--- config.mk ---
export PLATFORM = sky130hd
export DESIGN_NAME = mem_req_axi4lite_master
export DESIGN_NICKNAME = d
export VERILOG_FILES = /design/src/rtl/mem_req_axi4lite_master.sv
export SDC_FILE = /design/constraint.sdc
export NUM_CORES = 1
export LEC_CHECK = 0
export BUFFER_PORTS_ARGS = -buffer_cell sky130_fd_sc_hd__clkbuf_2
export CAP_MARGIN = 25
export CORE_AREA = 2 2 152 154
export CTS_CLUSTER_DIAMETER = 30
export CTS_CLUSTER_SIZE = 8
export DETAILED_ROUTE_END_ITERATION = 12
export DIE_AREA = 0 0 154 156
export GPL_ROUTABILITY_DRIVEN = 0
export SYNTH_ARGS = -nofsm -noshare
export SYNTH_HDL_FRONTEND = slang
export SYNTH_SLANG_ARGS = --single-unit
export TNS_END_PERCENT = 5
--- constraint.sdc ---
create_clock -name clk -period 3.1 [get_ports clk]
set_input_delay 0.465 -clock clk [delete_from_list [all_inputs] [get_ports clk]]
set_output_delay 0.465 -clock clk [all_outputs]
set_load 0.01 [all_outputs]
--- src/rtl/mem_req_axi4lite_master.sv ---
// mem_req_axi4lite_master
// Bridges a simple valid/ready memory request port onto an AXI4-Lite master.
// Only one transaction is in flight at a time. Every output comes from a register.
//
// Ports
//   clk, rstn                      clock; synchronous active-low reset
//   i_req_*/o_req_ready            upstream request (cmd 1=write, 0=read)
//   o_rsp_valid/o_rsp_data/o_rsp_err
//                                  one-cycle completion pulse. Data is 0 for
//                                  writes; err is set when the AXI resp is not OKAY.
//   *_m_axi4lite_aw_*, *_w_*, *_b_*
//                                  AXI4-Lite write channels
//   *_m_axi4lite_ar_*, *_r_*       AXI4-Lite read channels
//   There are no prot outputs; the slave's aw_prot/ar_prot are tied to 3'b000.
module mem_req_axi4lite_master #(
  parameter  int unsigned ADDR_BITS = 32,
  parameter  int unsigned DATA_BITS = 64,
  localparam int unsigned STRB_BITS = DATA_BITS / 8
) (
  input  logic                 clk,
  input  logic                 rstn,
  input  logic                 i_req_valid,
  output logic                 o_req_ready,
  input  logic                 i_req_cmd,
  input  logic [ADDR_BITS-1:0] i_req_addr,
  input  logic [DATA_BITS-1:0] i_req_data,
  input  logic [STRB_BITS-1:0] i_req_strb,
  output logic                 o_rsp_valid,
  output logic [DATA_BITS-1:0] o_rsp_data,
  output logic                 o_rsp_err,
  output logic                 o_m_axi4lite_aw_valid,
  input  logic                 i_m_axi4lite_aw_ready,
  output logic [ADDR_BITS-1:0] o_m_axi4lite_aw_addr,
  output logic                 o_m_axi4lite_w_valid,
  input  logic                 i_m_axi4lite_w_ready,
  output logic [DATA_BITS-1:0] o_m_axi4lite_w_data,
  output logic [STRB_BITS-1:0] o_m_axi4lite_w_strb,
  input  logic                 i_m_axi4lite_b_valid,
  output logic                 o_m_axi4lite_b_ready,
  input  logic [1:0]           i_m_axi4lite_b_resp,
  output logic                 o_m_axi4lite_ar_valid,
  input  logic                 i_m_axi4lite_ar_ready,
  output logic [ADDR_BITS-1:0] o_m_axi4lite_ar_addr,
  input  logic                 i_m_axi4lite_r_valid,
  output logic                 o_m_axi4lite_r_ready,
  input  logic [DATA_BITS-1:0] i_m_axi4lite_r_data,
  input  logic [1:0]           i_m_axi4lite_r_resp
);

  typedef enum logic [2:0] {
    IDLE    = 3'd0,
    WR_REQ  = 3'd1,
    WR_RESP = 3'd2,
    RD_REQ  = 3'd3,
    RD_RESP = 3'd4,
    RSP     = 3'd5
  } state_t;

  state_t               r_state;
  logic                 r_req_ready;
  logic [ADDR_BITS-1:0] r_addr;
  logic [DATA_BITS-1:0] r_wdata;
  logic [STRB_BITS-1:0] r_strb;
  logic                 r_aw_valid;
  logic                 r_w_valid;
  logic                 r_ar_valid;
  logic                 r_b_ready;
  logic                 r_r_ready;
  logic                 r_aw_done;
  logic                 r_w_done;
  logic                 r_rsp_valid;
  logic [DATA_BITS-1:0] r_rsp_data;
  logic                 r_rsp_err;

  // Handshake decodes; the valids/readies involved are all registers.
  logic w_req_hs;
  logic w_aw_hs;
  logic w_w_hs;
  logic w_ar_hs;
  logic w_b_hs;
  logic w_r_hs;
  logic w_aw_done_nxt;
  logic w_w_done_nxt;

  assign w_req_hs      = i_req_valid & r_req_ready;
  assign w_aw_hs       = r_aw_valid & i_m_axi4lite_aw_ready;
  assign w_w_hs        = r_w_valid & i_m_axi4lite_w_ready;
  assign w_ar_hs       = r_ar_valid & i_m_axi4lite_ar_ready;
  assign w_b_hs        = r_b_ready & i_m_axi4lite_b_valid;
  assign w_r_hs        = r_r_ready & i_m_axi4lite_r_valid;
  // A channel counts as done if it finished earlier or finishes this cycle.
  assign w_aw_done_nxt = r_aw_done | w_aw_hs;
  assign w_w_done_nxt  = r_w_done | w_w_hs;

  // Transaction FSM with all outputs registered.
  always_ff @(posedge clk) begin
    if (!rstn) begin
      r_state     <= IDLE;
      r_req_ready <= 1'b1;
      r_addr      <= '0;
      r_wdata     <= '0;
      r_strb      <= '0;
      r_aw_valid  <= 1'b0;
      r_w_valid   <= 1'b0;
      r_ar_valid  <= 1'b0;
      r_b_ready   <= 1'b0;
      r_r_ready   <= 1'b0;
      r_aw_done   <= 1'b0;
      r_w_done    <= 1'b0;
      r_rsp_valid <= 1'b0;
      r_rsp_data  <= '0;
      r_rsp_err   <= 1'b0;
    end else begin
      case (r_state)
        IDLE: begin
          if (w_req_hs) begin
            r_req_ready <= 1'b0;
            r_addr      <= i_req_addr;
            r_wdata     <= i_req_data;
            r_strb      <= i_req_strb;
            if (i_req_cmd) begin
              r_state    <= WR_REQ;
              r_aw_valid <= 1'b1;
              r_w_valid  <= 1'b1;
            end else begin
              r_state    <= RD_REQ;
              r_ar_valid <= 1'b1;
            end
          end
        end
        WR_REQ: begin
          // AW and W complete independently; each valid drops after its own handshake.
          if (w_aw_hs) begin
            r_aw_valid <= 1'b0;
            r_aw_done  <= 1'b1;
          end
          if (w_w_hs) begin
            r_w_valid <= 1'b0;
            r_w_done  <= 1'b1;
          end
          if (w_aw_done_nxt && w_w_done_nxt) begin
            r_state   <= WR_RESP;
            r_aw_done <= 1'b0;
            r_w_done  <= 1'b0;
            r_b_ready <= 1'b1;
          end
        end
        WR_RESP: begin
          if (w_b_hs) begin
            r_state     <= RSP;
            r_b_ready   <= 1'b0;
            r_rsp_valid <= 1'b1;
            r_rsp_data  <= '0;
            r_rsp_err   <= (i_m_axi4lite_b_resp != 2'b00);
          end
        end
        RD_REQ: begin
          if (w_ar_hs) begin
            r_state    <= RD_RESP;
            r_ar_valid <= 1'b0;
            r_r_ready  <= 1'b1;
          end
        end
        RD_RESP: begin
          if (w_r_hs) begin
            r_state     <= RSP;
            r_r_ready   <= 1'b0;
            r_rsp_valid <= 1'b1;
            r_rsp_data  <= i_m_axi4lite_r_data;
            r_rsp_err   <= (i_m_axi4lite_r_resp != 2'b00);
          end
        end
        RSP: begin
          r_state     <= IDLE;
          r_rsp_valid <= 1'b0;
          r_req_ready <= 1'b1;
        end
        default: begin
          r_state     <= IDLE;
          r_req_ready <= 1'b1;
        end
      endcase
    end
  end

  assign o_req_ready           = r_req_ready;
  assign o_rsp_valid           = r_rsp_valid;
  assign o_rsp_data            = r_rsp_data;
  assign o_rsp_err             = r_rsp_err;
  assign o_m_axi4lite_aw_valid = r_aw_valid;
  assign o_m_axi4lite_aw_addr  = r_addr;
  assign o_m_axi4lite_w_valid  = r_w_valid;
  assign o_m_axi4lite_w_data   = r_wdata;
  assign o_m_axi4lite_w_strb   = r_strb;
  assign o_m_axi4lite_b_ready  = r_b_ready;
  assign o_m_axi4lite_ar_valid = r_ar_valid;
  assign o_m_axi4lite_ar_addr  = r_addr;
  assign o_m_axi4lite_r_ready  = r_r_ready;

endmodule

---- Word level (Yosys, flattened, before mapping) ----
Cells that the tools add are included.
operators by class
  $add $sub $neg .......................... 0
  multipliers ............................. 0
  divide/modulo/power cells ............... 0
  magnitude comparators ................... 0
  eq/ne operators ......................... 14
  shift operators ......................... 0
  mux-type cells .......................... 38
  bitwise logic cells ..................... 9
  reductions and logical operators ........ 25
operators by type and width
  kind                                            number
  2-to-1 mux 64 bit                               2
  case mux 64 bit (2 select lines)                1
  2-to-1 mux 1 bit                                20
  inequality test 2 bit (second input constant)   9
  nonzero test 2 bit                              9
  2-to-1 mux 3 bit                                5
  case mux 3 bit (5 select lines)                 1
  case mux 1 bit (2 select lines)                 7
  AND reduction 3 bit                             4
  AND reduction 4 bit                             3
  AND reduction 2 bit                             4
  AND 1 bit                                       6
  == test 3 x 2 -> 1 bit (second input constant)  2
  == test 3 bit (second input constant)           2
  AND reduction 5 bit                             1
  OR reduction 4 bit                              1
  == test 3 x 1 -> 1 bit (second input constant)  1
  zero test 3 bit                                 1
  case mux 1 bit (3 select lines)                 1
  nonzero test 3 bit                              1
  2-to-1 mux 2 bit                                1
  OR 1 bit                                        2
  logical AND 1 bit                               1
  inverter 1 bit                                  1
word-level totals
  flip-flop bits (word level) ............. 181
  latch bits .............................. 0
  memory bits (writable) .................. 0
  ROM bits ................................ 0
  input bits .............................. 181
  output and inout port bits .............. 208
  logic and storage cells ................. 101
  memories kept ........................... 0

---- Depth between registers and ports, before layout ----
Gate-level depths: netlist of the first run.
  word-level depth ........................ 5
  mapped depth ............................ 8
  depth with buffers taken out ............ 4

---- Worst setup path before layout of the first run ----
OpenSTA, ideal clock, no wires.
  path kind ............................... input port to flip-flop
  start point ............................. input i_m_axi4lite_r_valid
  end point ............................... register r_state[0]
  library setup time ...................... 0.118 ns
  data arrival time ....................... 1.448 ns
  required time ........................... 2.982 ns
  slack ................................... 1.534 ns
  cell stages on the path ................. 5
  buffers on the path ..................... 1
  cell sequence ........................... nand2_1 > a22o_1 > buf_6 > or3b_4 > mux2i_1
on the way
  cells in the longest elaborated chain, start to end .. 3
ends and longest elaborated chain
  what                                    line  text
  from (decl)                             44    input logic i_m_axi4lite_r_valid,
  AND 1 bit                               90    assign w_r_hs = r_r_ready & i_m_axi4lite_r_valid;
  inequality test 2 bit (no source line)  --
  AND reduction 5 bit (no source line)    --
  to (signal assigned)                    98    r_state <= IDLE;
  to (signal assigned)                    122   r_state <= WR_REQ;
  to (signal assigned)                    126   r_state <= RD_REQ;
  to (decl)                               59    state_t r_state;
No other way between the ends.
A chain may end at the register's enable or synchronous reset.

---- Final worst setup path of the first run ----
  start point ............................. register r_state[2]
  end point ............................... register r_rsp_data[24], in the netlist o_rsp_data[24]
on the way
  cells in the longest elaborated chain, start to end .. 3
  elaborated cells between the ends (all ways) .. 7
  those cells by class .................... eq/ne: 4; mux: 1; reduce/logical: 2
ends and longest elaborated chain
  what                                                                                 line  text
  == test 3 bit / == test 3 x 2 -> 1 bit (equally long branches)                       114   case (r_state)
  inequality test 2 bit (no source line) / nonzero test 2 bit (equally long branches)  --
  AND reduction 3 bit (no source line)                                                 --
  to (signal assigned)                                                                 169   r_rsp_data <= i_m_axi4lite_r_data;
  to (decl)                                                                            72    logic [DATA_BITS-1:0] r_rsp_data;
Several ways; a longest one is shown, not always the timed one.

==> results.tsv, run 1 <==
metric	value	unit
per-cell routed wire length	14.4	µm
Slew headroom	33.5	%
Crit. End Element	register	
minimum hold slack	0.246	ns
first-pass GRT wire length	32.2	mm
critical path arrival	2.66	ns
worst path buffer plus inverter count	1	
CTS tree	built	
clock root buffer	clkbuf_16	
DRC	0	
CP Data Required Time	3.43	ns
status	finished, final reports clean	
fin util	41.5	%
Final min period	2.32	ns
Post-synth EDFFs	0	
Peak Freq	431	MHz
synthesized flop and latch total	181	
prevailing post-synth register cell	dfxtp_1	
DRT iter0 DRCs	341	
critical path class	register to register	
routed length on met2	10.4	mm
register area share after synthesis	53.2	%
Worst-Margin Slew	0.997	ns
DR pass1 iterations	4	
drt via density	4.60	
Detail Placement HPWL	14.9	mm
starting density of the core	30.5	%
Design Area, Final	0.00929	mm²
top routing layer used	met4	
Max VDD drop	0.346	mV
total core area	0.0224	mm²
total CTS buffers	17	
Top delay family on crit path	compound AO/OA/AOI/OAI gates	
CP Launch Type	register	
type of the tightest min-delay check	primary input to register	
count leader, synth	nand2_1	
syn nets	1035	
wl on met1	8.92	mm
setup total negative slack	0	ns
PwrDens	786	mW/mm²
Post-CTS Hold Buffers	0	
Post-CTS Setup Bufs	0	
port bufs	388	
Final Cycle Share	74.9	%
Synth warnings	0	
share of Yosys cell area claimed by the top area cell type	53.2	%
Rows	55	
initial antenna violation count	2	
Crit-path slowest cell	a22o_2	
I/O Pins	389	
die area	0.0240	mm²
placed inst area	0.00867	mm²
Final Max Slew Viols	0	
CTS clk-pin slew, worst paths	0.08	ns
Final WS setup	0.777	ns
pre-CTS worst setup slack	0.785	ns
Clock Skews	0.0119	ns
Mapped Area	0.00681	mm²
Die X	154	µm
vias in the first global route	6067	
Area contributors post-synth	dfxtp_1 (53%), nand2_1 (16%), a21oi_1 (13%)	
Post-Syn Instances	854	
clock buffer depth	2	
Post-synth top cells	nand2_1 (286), dfxtp_1 (181), a21oi_1 (177), o21ai_0 (69), clkbuf_1 (41)	
Leakage	0.00417	µW
unrepaired setup endpoints after global routing	false	
post_cts resized	0	
max-cap violations	0	
Met3 Routed Length	1.47	mm
nets@finish	1353	
Final Hold Viols	0	
total track usage	16.8	%
Post-synth ARST share	0	%
largest net degree at the start of global routing	91	
Sink Count	181	
CTS H-tree lvls	4	
final setup violation count	0	
Crit Path Max Fanout	35	
count of cell types in the netlist	35	
GR Overflow Total	0	
DRT Wirelength	21.2	mm
Vias	6772	
post-synth top area cell	dfxtp_1	
Final ANT Viol Nets	0	
biggest cell delay along the critical path	0.61	ns
worst skew pair latency	0.43	ns
chip height	156	µm
share of layout cells above drive strength 1	37.2	%
crit-path cells	nor3b_2 -> a22o_2 -> buf_4 -> o21ai_0 -> a21oi_1	
post-synthesis average cell area	7.98	µm²
area delta synth->final	36.3	%
[worst min-delay path: stages]
cell and delay [ns]:
clkbuf_2 0.08, nand2_1 0.04, a21oi_1 0.05
[where the power goes]
part	switching (µW)	internal [µW]
Clock	1060	1160
Combinational	1350	776
Sequential	248	2700
Total	2660	4640
[path summary, 6_finish.rpt]
kind / depth (start not counted) / endpoint / from / slack [ns]
worst max register to register: 5 / o_rsp_data[24] / r_state[2] / 0.78
worst min-delay path: 3 / o_m_axi4lite_ar_addr[0] / i_req_addr[0] / 0.25
worst min register to register: 2 / o_m_axi4lite_w_data[6] / o_m_axi4lite_w_data[6] / 0.45
worst max-delay path: 5 / o_rsp_data[24] / r_state[2] / 0.78
[metrics by stage]
| step | cells | total power, µW |
|---|---|---|
| after floorplan | 854 | 4420 |
| after global placement | 1438 | 5140 |
| after detailed placement | 1438 | 5150 |
| after CTS | 1470 | 7410 |
| after global routing | 1472 | 7790 |
| final | 1472 | 7300 |
[cell families after synthesis]
| logic type | synth area share, % |
|---|---|
| AOI/OAI and AO/OA | 19.7 |
| muxes | 0.294 |
| and+or+nand+nor | 18.0 |
| DFF | 53.2 |
| buffers and inverters | 8.78 |
[per-layer routing]
layer	up-vias	GRT usage (%)
met4	0	6.14
met3	24	4.92
met2	253	28.7
li1	3419	-
met1	3076	20.1
met5	-	0
[final cells by class]
type                       instances  area (µm²)
antenna                            2        5.00
clock buffer                      17         425
clock inverter                    15         181
fill                            2347       13100
inverter                           4        17.5
multi-input combinational        570        2620
sequential                       181        3620
tap                              285         357
timing repair buffer             398        2050
[layout by cell type (no fill, tap or decap), types with 4 or more instances in the layout]
| cell type | instances |
|---|---|
| buf_4 | 7 |
| a21oi_1 | 177 |
| inv_8 | 4 |
| nor2_1 | 5 |
| nand2_1 | 285 |
| o21ai_0 | 69 |
| clkbuf_16 | 17 |
| dfxtp_1 | 181 |
| clkbuf_2 | 388 |
[registers in the layout (all words and copies together), names as in the netlist]
register,cells
o_m_axi4lite_aw_valid,1
o_m_axi4lite_w_valid,1
o_req_ready,1
o_m_axi4lite_ar_valid,1
o_m_axi4lite_w_data,64
r_w_done,1
o_m_axi4lite_r_ready,1
o_m_axi4lite_b_ready,1
o_rsp_err,1
o_rsp_valid,1
r_state,3
o_m_axi4lite_w_strb,8
o_m_axi4lite_ar_addr,32
o_rsp_data,64
r_aw_done,1
No activity file was read; power rests on OpenSTA's default activity.
==> run 2: changes to the inputs <==
CORE_AREA = 2 2 150 152   (was 2 2 152 154)
DIE_AREA = 0 0 152 154   (was 0 0 154 156)
clock period = 2.07 ns   (was 3.1 ns; I/O delays follow)
==> results.tsv, run 2 (synthesis results as in run 1) <==
metric	value	unit	change
per-cell routed wire length	14.7	µm	was 14.4 µm
R2R Path End	o_m_axi4lite_ar_addr[14]		was o_rsp_data[24]
chip height	154	µm	was 156 µm
Rows	54		was 55
Peak Freq	548	MHz	was 431 MHz
CTS clk-pin slew, worst paths	0.08	ns	about the same
nets@finish	1359		was 1353
critical path arrival	2.17	ns	was 2.66 ns
placed inst area	0.00875	mm²	was 0.00867 mm²
CTS H-tree lvls	4		unchanged
reg2reg start	r_state[1]		was r_state[2]
starting density of the core	31.4	%	was 30.5%
total track usage	17.7	%	was 16.8%
Worst setup startpoint	r_state[1]		was r_state[2]
I/O Pins	389		unchanged
pre-CTS worst setup slack	0.166	ns	was 0.785 ns
setup total negative slack	0	ns	unchanged
biggest cell delay along the critical path	0.51	ns	was 0.61 ns
first-pass GRT wire length	33.6	mm	was 32.2 mm
clock power share	30.0	%	was 30.5%
unrepaired setup endpoints after global routing	false		unchanged
Top delay family on crit path	simple AND/OR/NAND/NOR gates		was compound AO/OA/AOI/OAI gates
PwrDens	1180	mW/mm²	was 786 mW/mm²
Die X	152	µm	was 154 µm
total CTS buffers	17		unchanged
Worst-Margin Slew	0.466	ns	was 0.997 ns
filler instances	2275		was 2347
largest net degree at the start of global routing	75		was 91
clock root buffer	clkbuf_16		unchanged
commonest non-fill, non-tap cell in the layout	clkbuf_2		unchanged
cell depth of the worst setup path	5		unchanged
CTS tree	built		unchanged
Final WS setup	0.247	ns	was 0.777 ns
DRT Wirelength	21.6	mm	was 21.2 mm
total core area	0.0217	mm²	was 0.0224 mm²
vias in the first global route	6360		was 6067
Leakage	0.00421	µW	was 0.00417 µW
Design Area, Final	0.00936	mm²	was 0.00929 mm²
Slew headroom	68.9	%	was 33.5%
Final Max Slew Viols	0		unchanged
Reg2Reg Depth	5		unchanged
DRC	0		unchanged
crit-path cells	nor4b_2 -> and2_4 -> buf_12 -> nand2_1 -> a21oi_1		was nor3b_2 -> a22o_2 -> buf_4 -> o21ai_0 -> a21oi_1
CP Data Required Time	2.42	ns	was 3.43 ns
max-cap violations	0		unchanged
internal power	7070	µW	was 4640 µW
share of layout cells above drive strength 1	37.5	%	was 37.2%
drt via density	4.66		was 4.60
worst path buffer plus inverter count	1		unchanged
sw power	3980	µW	was 2660 µW
Final ANT Viol Nets	0		unchanged
clock buffer depth	2		unchanged
Net Sw Frac	36.0	%	was 36.4%
Final min period	1.82	ns	was 2.32 ns
type of the tightest min-delay check	primary input to register		unchanged
status	finished, final reports clean		unchanged
Final Cycle Share	88.1	%	was 74.9%
critical path class	register to register		unchanged
sequential power share	40.0	%	was 40.4%
Final Hold Viols	0		unchanged
Inst Count DP	1439		was 1438
DR pass1 iterations	5		was 4
area delta synth->final	37.4	%	was 36.3%
DRT iter0 DRCs	366		was 341
worst skew pair latency	0.43	ns	about the same
Clock Skews	0.0105	ns	was 0.0119 ns
CP endpoint	o_m_axi4lite_ar_addr[14]		was o_rsp_data[24]
Crit. End Element	register		unchanged
die area	0.0234	mm²	was 0.0240 mm²
final setup violation count	0		unchanged
Detail Placement HPWL	15.4	mm	was 14.9 mm
Sink Count	181		unchanged
Crit Path Max Fanout	62		was 35
initial antenna violation count	2		unchanged
Vias	6854		was 6772
leading cell types in the layout, fill and taps excluded	clkbuf_2 (388), nand2_1 (285), dfxtp_1 (181)		unchanged
CP Launch Type	register		unchanged
Reg2Reg Setup Slack	0.25	ns	was 0.78 ns
combinational power share	30.0	%	was 29.1%
fin cells	1472		unchanged
GR Overflow Total	0		unchanged
port bufs	388		unchanged
Max VDD drop	0.563	mV	was 0.346 mV
Crit-path slowest cell	nor4b_2		was a22o_2
Final Power	11100	µW	was 7300 µW
run 2: power groups by stage:
stage          combinational (µW)  clock, µW  sequential (µW)
2_1_floorplan                1930          0             4680
4_1_cts                      3360       3440             4430
5_1_grt                      3680       3560             4510
6_report                     3320       3310             4420
3_5_place_dp                 3350          0             4500
3_3_place_gp                 3340          0             4480
run 2: worst min path at each step:
stage	depth (start not counted)	slack, ns	endpoint	startpoint
after global routing	3	0.08	o_m_axi4lite_w_data[49]	i_req_data[49]
after detailed placement	2	0.45	o_m_axi4lite_w_strb[2]	o_m_axi4lite_w_strb[2]
after CTS	3	0.07	o_m_axi4lite_w_data[33]	i_req_data[33]
after floorplan	2	0.45	o_m_axi4lite_w_data[0]	i_req_data[0]
final	3	0.09	o_m_axi4lite_w_data[33]	i_req_data[33]
after global placement	2	0.44	o_m_axi4lite_w_data[51]	o_m_axi4lite_w_data[51]
run 2: per-stage QoR:
step / utilization, % / hold slack, ns
floorplan: - / 0.446
global placement: 40.4 / 0.441
global route: 43.2 / 0.0795
finish: 43.2 / 0.0934
CTS: 43.1 / 0.0743
detailed placement: 40.4 / 0.446
run 2: layout make-up:
type | instances | area [µm²] | area share, %
Antenna cell | 1 | 2.50 | 0.0267
Clock inverter | 14 | 160 | 1.71
Tap cell | 280 | 350 | 3.74
Timing Repair Buffer | 404 | 2140 | 22.8
Inverter | 4 | 20.0 | 0.214
Sequential cell | 181 | 3620 | 38.7
Multi-Input combinational cell | 570 | 2630 | 28.1
Clock buffer | 18 | 439 | 4.69
run 2: what timing repair did:
item / CTS / global route
buffers inserted: 0 / 0
hold buffers: 0 / 0
resized for setup: 0 / 1
endpoints found under the setup margin: 0 / 22
run 2: layer usage:
metal	vias to the layer above	routed length, µm	GRT usage, %
met5	-	13	0
met3	37	1480	5.83
met1	3120	9020	20.5
li1	3427	-	-
met2	268	10400	30.4
met4	2	626	6.54
run 2: worst min-delay path, cell delays in order:
cell and delay, ns:
clkbuf_2 0.08, nand2_1 0.04, a21oi_1 0.05
